$ cat src/rtl/add_pipe.sv
`default_nettype none
// ============================================================================
// Module   : add_pipe
// Brief    : Pipelined adder/subtractor, carry chain split into STAGES chunks,
//            valid/ready flow control. Define ADD_PIPE_SAT_EN for signed clamp.
// Revision : 1.0 - initial release
// ============================================================================
module add_pipe #(
    parameter int WIDTH  = 16,
    parameter int STAGES = 4
) (
    input  logic             clk,
    input  logic             rst_n,
    input  logic             in_valid,
    output logic             in_ready,
    input  logic [WIDTH-1:0] a,
    input  logic [WIDTH-1:0] b,
    input  logic             cin,
    input  logic             sub,
    output logic             out_valid,
    input  logic             out_ready,
    output logic [WIDTH-1:0] sum,
    output logic             cout,
    output logic             ovf
);
    localparam int c_div   = (STAGES < 1) ? 1 : STAGES;
    localparam int c_chunk = WIDTH / c_div;

    if ((STAGES < 1) || ((WIDTH % c_div) != 0)) begin : g_param_check
        $error("add_pipe: WIDTH (%0d) must be a multiple of STAGES (%0d) and STAGES >= 1",
               WIDTH, STAGES);
    end

    logic              w_en;
    logic              w_accept;
    logic [WIDTH-1:0]  w_b_eff;
    logic              w_cin_eff;
    logic [STAGES-1:0] r_valid;
    logic [STAGES-1:0] w_vin;
    logic [STAGES-1:0] w_ld;
    logic [WIDTH-1:0]  w_opa;
    logic [WIDTH-1:0]  w_opb;
    logic [STAGES-1:0] w_cin_stage;
    logic [STAGES-1:0] w_carry;
    logic [WIDTH-1:0]  w_sum_raw;
    logic              w_msb_sum;
    logic              w_top_cout;
    logic              w_nxt_ovf;
    logic              r_ovf;

    assign w_en      = !r_valid[STAGES-1] || out_ready;
    assign in_ready  = w_en;
    assign w_accept  = in_valid && w_en;
    assign w_b_eff   = sub ? ~b : b;
    assign w_cin_eff = sub | cin;
    assign out_valid = r_valid[STAGES-1];
    assign cout      = w_carry[STAGES-1];
    assign ovf       = r_ovf;

    // Position p of the pipe loads only when a live beat enters it, so data
    // registers keep their cleared value after reset until real traffic arrives.
    always_comb begin
        w_vin    = r_valid << 1;
        w_vin[0] = w_accept;
    end
    assign w_ld = w_vin & {STAGES{w_en}};

    always_ff @(posedge clk) begin
        if (!rst_n) begin
            r_valid <= '0;
        end else if (w_en) begin
            r_valid <= w_vin;
        end
    end

    for (genvar k = 0; k < STAGES; k++) begin : g_chunk
        localparam int c_lsb   = k * c_chunk;
        localparam int c_depth = STAGES - 1 - k;

        logic [c_chunk:0]   w_add;
        logic [c_chunk-1:0] r_s;
        logic               r_c;

        if (k == 0) begin : g_head
            assign w_opa[c_lsb +: c_chunk] = a[c_lsb +: c_chunk];
            assign w_opb[c_lsb +: c_chunk] = w_b_eff[c_lsb +: c_chunk];
            assign w_cin_stage[k]          = w_cin_eff;
        end else begin : g_skew
            logic [c_chunk-1:0] r_ska [k];
            logic [c_chunk-1:0] r_skb [k];

            always_ff @(posedge clk) begin
                if (!rst_n) begin
                    for (int i = 0; i < k; i++) begin
                        r_ska[i] <= '0;
                        r_skb[i] <= '0;
                    end
                end else begin
                    if (w_ld[0]) begin
                        r_ska[0] <= a[c_lsb +: c_chunk];
                        r_skb[0] <= w_b_eff[c_lsb +: c_chunk];
                    end
                    for (int i = 1; i < k; i++) begin
                        if (w_ld[i]) begin
                            r_ska[i] <= r_ska[i-1];
                            r_skb[i] <= r_skb[i-1];
                        end
                    end
                end
            end

            assign w_opa[c_lsb +: c_chunk] = r_ska[k-1];
            assign w_opb[c_lsb +: c_chunk] = r_skb[k-1];
            assign w_cin_stage[k]          = w_carry[k-1];
        end

        assign w_add = {1'b0, w_opa[c_lsb +: c_chunk]}
                     + {1'b0, w_opb[c_lsb +: c_chunk]}
                     + {{c_chunk{1'b0}}, w_cin_stage[k]};

        always_ff @(posedge clk) begin
            if (!rst_n) begin
                r_s <= '0;
                r_c <= 1'b0;
            end else if (w_ld[k]) begin
                r_s <= w_add[c_chunk-1:0];
                r_c <= w_add[c_chunk];
            end
        end

        assign w_carry[k] = r_c;

        if (k == STAGES - 1) begin : g_tail
            assign w_msb_sum  = w_add[c_chunk-1];
            assign w_top_cout = w_add[c_chunk];
        end

        if (c_depth == 0) begin : g_direct
            assign w_sum_raw[c_lsb +: c_chunk] = r_s;
        end else begin : g_deskew
            logic [c_chunk-1:0] r_dsk [c_depth];

            always_ff @(posedge clk) begin
                if (!rst_n) begin
                    for (int j = 0; j < c_depth; j++) begin
                        r_dsk[j] <= '0;
                    end
                end else begin
                    if (w_ld[k+1]) begin
                        r_dsk[0] <= r_s;
                    end
                    for (int j = 1; j < c_depth; j++) begin
                        if (w_ld[k+1+j]) begin
                            r_dsk[j] <= r_dsk[j-1];
                        end
                    end
                end
            end

            assign w_sum_raw[c_lsb +: c_chunk] = r_dsk[c_depth-1];
        end
    end

    // Carry into the MSB is recovered as a ^ b' ^ sum at that bit.
    assign w_nxt_ovf = w_opa[WIDTH-1] ^ w_opb[WIDTH-1] ^ w_msb_sum ^ w_top_cout;

    always_ff @(posedge clk) begin
        if (!rst_n) begin
            r_ovf <= 1'b0;
        end else if (w_ld[STAGES-1]) begin
            r_ovf <= w_nxt_ovf;
        end
    end

`ifdef ADD_PIPE_SAT_EN
    localparam logic [WIDTH-1:0] c_sat_max = {1'b0, {(WIDTH-1){1'b1}}};
    localparam logic [WIDTH-1:0] c_sat_min = {1'b1, {(WIDTH-1){1'b0}}};

    logic r_neg;

    // On overflow both effective operands share a sign; A's MSB carries it.
    always_ff @(posedge clk) begin
        if (!rst_n) begin
            r_neg <= 1'b0;
        end else if (w_ld[STAGES-1]) begin
            r_neg <= w_opa[WIDTH-1];
        end
    end

    assign sum = r_ovf ? (r_neg ? c_sat_min : c_sat_max) : w_sum_raw;
`else
    assign sum = w_sum_raw;
`endif

endmodule
`default_nettype wire

$ cat config.mk
export PLATFORM = sky130hd
export DESIGN_NAME = add_pipe
export DESIGN_NICKNAME = d
export VERILOG_FILES = /design/src/rtl/add_pipe.sv
export SDC_FILE = /design/constraint.sdc
export NUM_CORES = 1
export LEC_CHECK = 0
export CAP_MARGIN = 10
export CORE_MARGIN = 3
export CORE_UTILIZATION = 45
export CTS_CLUSTER_DIAMETER = 200
export DETAILED_ROUTE_END_ITERATION = 12
export PLACE_DENSITY = 0.78
export SYNTH_ARGS = -nofsm -noshare
export SYNTH_HDL_FRONTEND = slang
export SYNTH_SLANG_ARGS = --single-unit
$ cat constraint.sdc
create_clock -name clk -period 2.2 [get_ports clk]
set_clock_uncertainty 0.05 [all_clocks]
set_input_delay 0.22 -clock clk [delete_from_list [all_inputs] [get_ports clk]]
set_output_delay 0.22 -clock clk [all_outputs]
set_load 0.05 [all_outputs]
# --- After elaboration in Yosys (flattened, before gate mapping) ---
# Memories as Yosys holds them, arrays and structs flattened.
# Cells that the tools add are included.
totals:
  regBits: 25
  latchBits: 0
  ramBits: 72
  mem_bits_ro: 0
  inputBits: 38
  output_inout_bits: 20
  n_memories: 9
classes:
  add_sub_neg: 8
  mul: 0
  div: 0
  order_cmp: 0
  eq_ne: 0
  shifts: 0
  mux: 35
  bitwise: 21
  n_reduce_logical: 6
memory_table:
  columns: ["memory", "depth", "width", "read_ports", "rd_clocked_by_memory_dff", "write_ports", "line", "rtl"]
  rows:
  - ["g_chunk[0].g_deskew.r_dsk", 3, 4, 3, 0, 3, "141", "logic [c_chunk-1:0] r_dsk [c_depth];"]
  - ["g_chunk[3].g_skew.r_ska", 3, 4, 3, 0, 3, "89", "logic [c_chunk-1:0] r_ska [k];"]
  - ["g_chunk[3].g_skew.r_skb", 3, 4, 3, 0, 3, "90", "logic [c_chunk-1:0] r_skb [k];"]
  - ["g_chunk[1].g_deskew.r_dsk", 2, 4, 2, 0, 2, "141", null]
  - ["g_chunk[2].g_skew.r_ska", 2, 4, 2, 0, 2, "89", null]
  - ["g_chunk[2].g_skew.r_skb", 2, 4, 2, 0, 2, "90", null]
  - ["3 more memories", null, null, null, null, null, null, null]
ops:
  columns: ["cell", "n"]
  rows:
  - ["$mux 4", 18]
  - ["$add 4x4->5", 4]
  - ["$add 5x1->5", 4]
  - ["$mux 1", 16]
  - ["$mux 16", 1]
  - ["$not 16->16", 1]
  - ["$or 1x1->1", 16]
  - ["$reduce_or 4->1", 3]
  - ["$and 4x4->4", 1]
  - ["$xor 1x1->1", 3]
  - ["$logic_and 1x1->1", 1]
  - ["$logic_not 1->1", 1]
  - ["$logic_or 1x1->1", 1]

# --- Logic depth before layout (Yosys ltp) ---
# Gate-level depths: netlist (run 1).
logic_depth:
  word_depth: 9
  depth_mapped: 10
  mapped_depth_nobuf: 8

# --- Worst setup path after synthesis (run 1) ---
# Ideal clock, no wire load.
synth_timing:
  kind: "register to register"
  startpoint: "register r_valid[3]"
  endpoint: "memory g_chunk[3].g_skew.r_ska[0][0] in the netlist's numbering, data pin"
  setup_time_ns: 0.253
  arrival_ns: 1.705
  required_ns: 1.897
  slack_ns: 0.193
  stages_incl_launch_ff: 8
  n_path_buf: 2
  path_cell_list: "dfxtp_1 -> nor2b_4 -> inv_4 -> and2_4 -> buf_6 -> o31a_4 -> buf_6 -> and2_4"
synth_rtl:
  columns: ["element", "line", "rtl"]
  rows:
  - ["start, declared", "38", "logic [STAGES-1:0] r_valid;"]
  - ["start signal, assigned", "72", "r_valid <= w_vin;"]
  - ["end, declared", "89", null]

# --- Final worst setup path (run 1) ---
layout_timing:
  startpoint: "input sub"
  endpoint: "register g_chunk[0].r_s[3]"
layout_between:
  elab_chain_len: 3
layout_rtl:
  columns: ["element", "line", "rtl"]
  rows:
  - ["start, declared", "19", "input logic sub,"]
  - ["$mux 16", "54", "assign w_b_eff = sub ? ~b : b;"]
  - ["$add 4x4->5", "118", "+ {1'b0, w_opb[c_lsb +: c_chunk]}"]
  - ["$add 5x1->5 *", "119", "+ {{c_chunk{1'b0}}, w_cin_stage[k]};"]
  - ["end signal, assigned", "126", "r_s <= w_add[c_chunk-1:0];"]
  - ["end, declared", "81", "logic [c_chunk-1:0] r_s;"]
# Mark *: on every way between the ends. The rest lies on a longest branch, timed or not.
# A chain may end at the register's enable or synchronous reset.

==> qor.csv, run 1 <==
metric;value;unit
pre-CTS setup slack;-0.0611;ns
post-CTS setup buffers;0;
num ports;58;
CTS Buf Count;9;
routability cong.;0.767;
Post-Syn Nets;412;
Netlist Area Pre-Place;4490;µm²
die width;106;µm
crit path to;g_chunk[0].r_s[3]$_SDFFE_PN0P_;
Final setup viols;0;
worst-case clock buffer depth;2;
Ys Warns;0;
leakage;2.14;nW
vias in the first global route;2620;
post-synth top area cell;edfxtp_1;
Clock Tree Root;clkbuf_8;
core area;9460;µm²
fraction of layout cells with a size suffix above 1;14.9;%
CP max-delay cell;clkdlybuf4s50_1;
DR vias/cell;4.86;
crit path from;sub;
Crit path largest cell delay;0.55;ns
fin crit period;1.91;ns
final core utilization;56.3;%
GRT Total Usage;13.0;%
area fraction of the dominant cell type after synthesis;48.1;%
clk slew on worst S/H paths;0.10;ns
Die H;106;µm
H-tree Lvls;3;
Worst EP required;2.37;ns
Area Growth Syn to Fin;18.5;%
wire per inst;12.5;µm
Syn Area/Cell;12.7;µm²
Final Cycle Share;87.0;%
number of synthesized register bits;97;
Hold Startpoint;g_chunk[1].r_s[1]$_SDFFE_PN0P_;
CTS tree;yes;
die area;11200;µm²
Max Cap Violations;0;
post-route ant nets;0;
flop-to-flop setup slack;0.34;ns
Async SR Flop Fraction;0;%
clk_lat worst skew;0.35;ns
max-slew violations;0;
Seq/Total Area, Yosys;59.3;%
CTS resizes;0;
most numerous cell in the Yosys netlist;edfxtp_1;
via count;2622;
setup ws final;0.286;ns
GRT overflow;0;
Initial Util;47.5;%
worst hold path class;reg2reg;
R2R Path Start;g_chunk[1].g_skew.r_skb[0][0]$_SDFFCE_PN0P_;
fin nets;463;
HPWL Detailed;5.14;mm
FMAX;523;MHz
Hold-fix buffers, CTS;0;
power density cells;722;nW/µm²
Register-to-Register Path Depth;5;
Post-synth EDFFs;72;
cells after synthesis;354;
first-pass GRT wire length;11.8;mm
Distinct cells, synth;39;
RSZ-0062 raised after global routing;false;
Worst Path Arrival;2.08;ns
Worst VDD drop;0.000276;V
DR iter-0 viols;109;
final WL;6.73;mm
ys flop type;edfxtp_1;
clock sinks;97;
Port Buf Inserts;57;
Antenna Cells;0;
site row count;35;
critical-path maximum fanout;4;
Slew HR;60.7;%
top cells by count, synth;edfxtp_1 (72), nand2_1 (39), and2_4 (31), and2_1 (25), dfxtp_1 (25);
Slew @ Worst Pin;0.588;ns
Critical Path, Cell by Cell;clkdlybuf4s50_1, buf_4, xor2_1, ha_1, nor2b_1, o21a_1, o2111ai_1, o311ai_0;
top cells by area, synth;edfxtp_1 (48%), dfxtp_1 (11%), and2_4 (6.0%);
initial antenna violation count;0;
CP Launch Type;input port;
Final Hold Vio Count;0;
largest net degree at the start of global routing;24;
Crit Path Category;in2reg;
outcome;complete, no violations;
drt drc;0;
Setup crit end kind;flop;
RR Endpoint;g_chunk[1].r_c$_SDFFE_PN0P_;
Initial DRT Pass Iterations;5;
## sequential cells by signal (all words and copies together) (netlist names)
register and flops:
g_chunk.r_c 3, cout 1, g_chunk.g_skew.r_skb 24, r_valid 4, g_chunk.r_s 16, g_chunk.g_skew.r_ska 24
ovf 1, g_chunk.g_deskew.r_dsk 24
## cells by family (layout without fill, tap and decap cells)
group / Yosys count / after routing / share of synthesized area [%]
AOI/OAI and AO/OA: 47 / 47 / 7.66
buffers and inverters: 32 / 88 / 4.21
adders and majority gates: 20 / 20 / 6.91
DFF: 97 / 97 / 59.3
xor gates and xnor gates: 21 / 21 / 4.10
and+or+nand+nor: 137 / 137 / 17.8
## worst min-delay path by stage
| stage | endpoint | slack [ns] | cells past startpoint |
|---|---|---|---|
| final | g_chunk[1].r_s[1]$_SDFFE_PN0P_ | 0.41 | 2 |
| after global routing | g_chunk[1].r_s[1]$_SDFFE_PN0P_ | 0.44 | 2 |
| after CTS | g_chunk[1].r_s[1]$_SDFFE_PN0P_ | 0.42 | 2 |
| after detailed placement | g_chunk[1].r_s[1]$_SDFFE_PN0P_ | 0.40 | 2 |
| after global placement | g_chunk[2].r_s[0]$_SDFFE_PN0P_ | 0.40 | 2 |
| after floorplan | r_valid[0]$_SDFFE_PN0N_ | 0.37 | 3 |
## through the flow
step / cells / area (µm²) / setup TNS (ns) / hold slack (ns) / total power [W]
5_1_grt: 539 / 5320 / 0 / 0.438 / 0.00401
6_report: 539 / 5320 / 0 / 0.410 / 0.00384
3_5_place_dp: 523 / 5120 / -0.128 / 0.402 / 0.00272
3_3_place_gp: 523 / 5120 / 0 / 0.398 / 0.00270
2_1_floorplan: 354 / 4490 / 0 / 0.366 / 0.00256
4_1_cts: 539 / 5320 / 0 / 0.415 / 0.00387
## per-layer routing
metal | up-vias | GRT usage [%] | wire length (µm)
met5 | - | 0 | 0
met4 | 0 | 7.12 | 151
met3 | 12 | 2.31 | 424
met2 | 99 | 21.0 | 3160
met1 | 1198 | 16.6 | 3000
li1 | 1313 | - | -
## cell usage in the layout, fill, tap and decap left out, types with 2 or more instances in the layout
cell / Yosys / routed
nand4_1: 2 / 2
a21oi_1: 11 / 11
a21o_1: 5 / 5
clkdlybuf4s50_1: 0 / 56
ha_1: 12 / 12
o211ai_1: 2 / 2
xnor2_1: 16 / 16
and2_1: 25 / 25
and2_4: 31 / 31
clkinvlp_4: 0 / 2
a21boi_0: 9 / 9
nor2_1: 19 / 19
edfxtp_1: 72 / 72
fa_1: 8 / 8
nand2_1: 39 / 39
clkbuf_8: 0 / 9
nand3_1: 5 / 5
nand2b_1: 2 / 2
o211a_1: 5 / 5
inv_1: 6 / 6
o21ai_0: 6 / 6
o21a_1: 3 / 3
dfxtp_1: 25 / 25
or4b_1: 2 / 2
and3_1: 8 / 8
buf_4: 8 / 9
xor2_1: 5 / 5
## worst max-delay path, delay by kind of cell
family	cells	cell delay [ns]
fa+ha+maj	1	0.26
xor+xnor	1	0.20
simple gates	1	0.14
buf+inv	2	0.71
compound gates	3	0.56
## power breakdown
part	switching [W]	internal (W)
Clock	0.000625	0.000537
Combinational	0.000275	0.000257
Sequential	0.0000490	0.00210
Total	0.000948	0.00289
## cell type report
| type | count | area, µm² |
|---|---|---|
| tap | 129 | 161 |
| fill | 794 | 4140 |
| clock inverter | 7 | 78.8 |
| clock buffer | 9 | 124 |
| sequential | 97 | 2660 |
| timing repair buffer | 65 | 628 |
| multi-input combinational | 225 | 1640 |
| inverter | 7 | 28.8 |
No activity file was read; power rests on OpenSTA's default activity.
==> run 2: changes to the inputs <==
- CAP_MARGIN: 10 -> 15
==> results of run 2 <==
Final layout, timing and power as in run 1 (identical DEF).
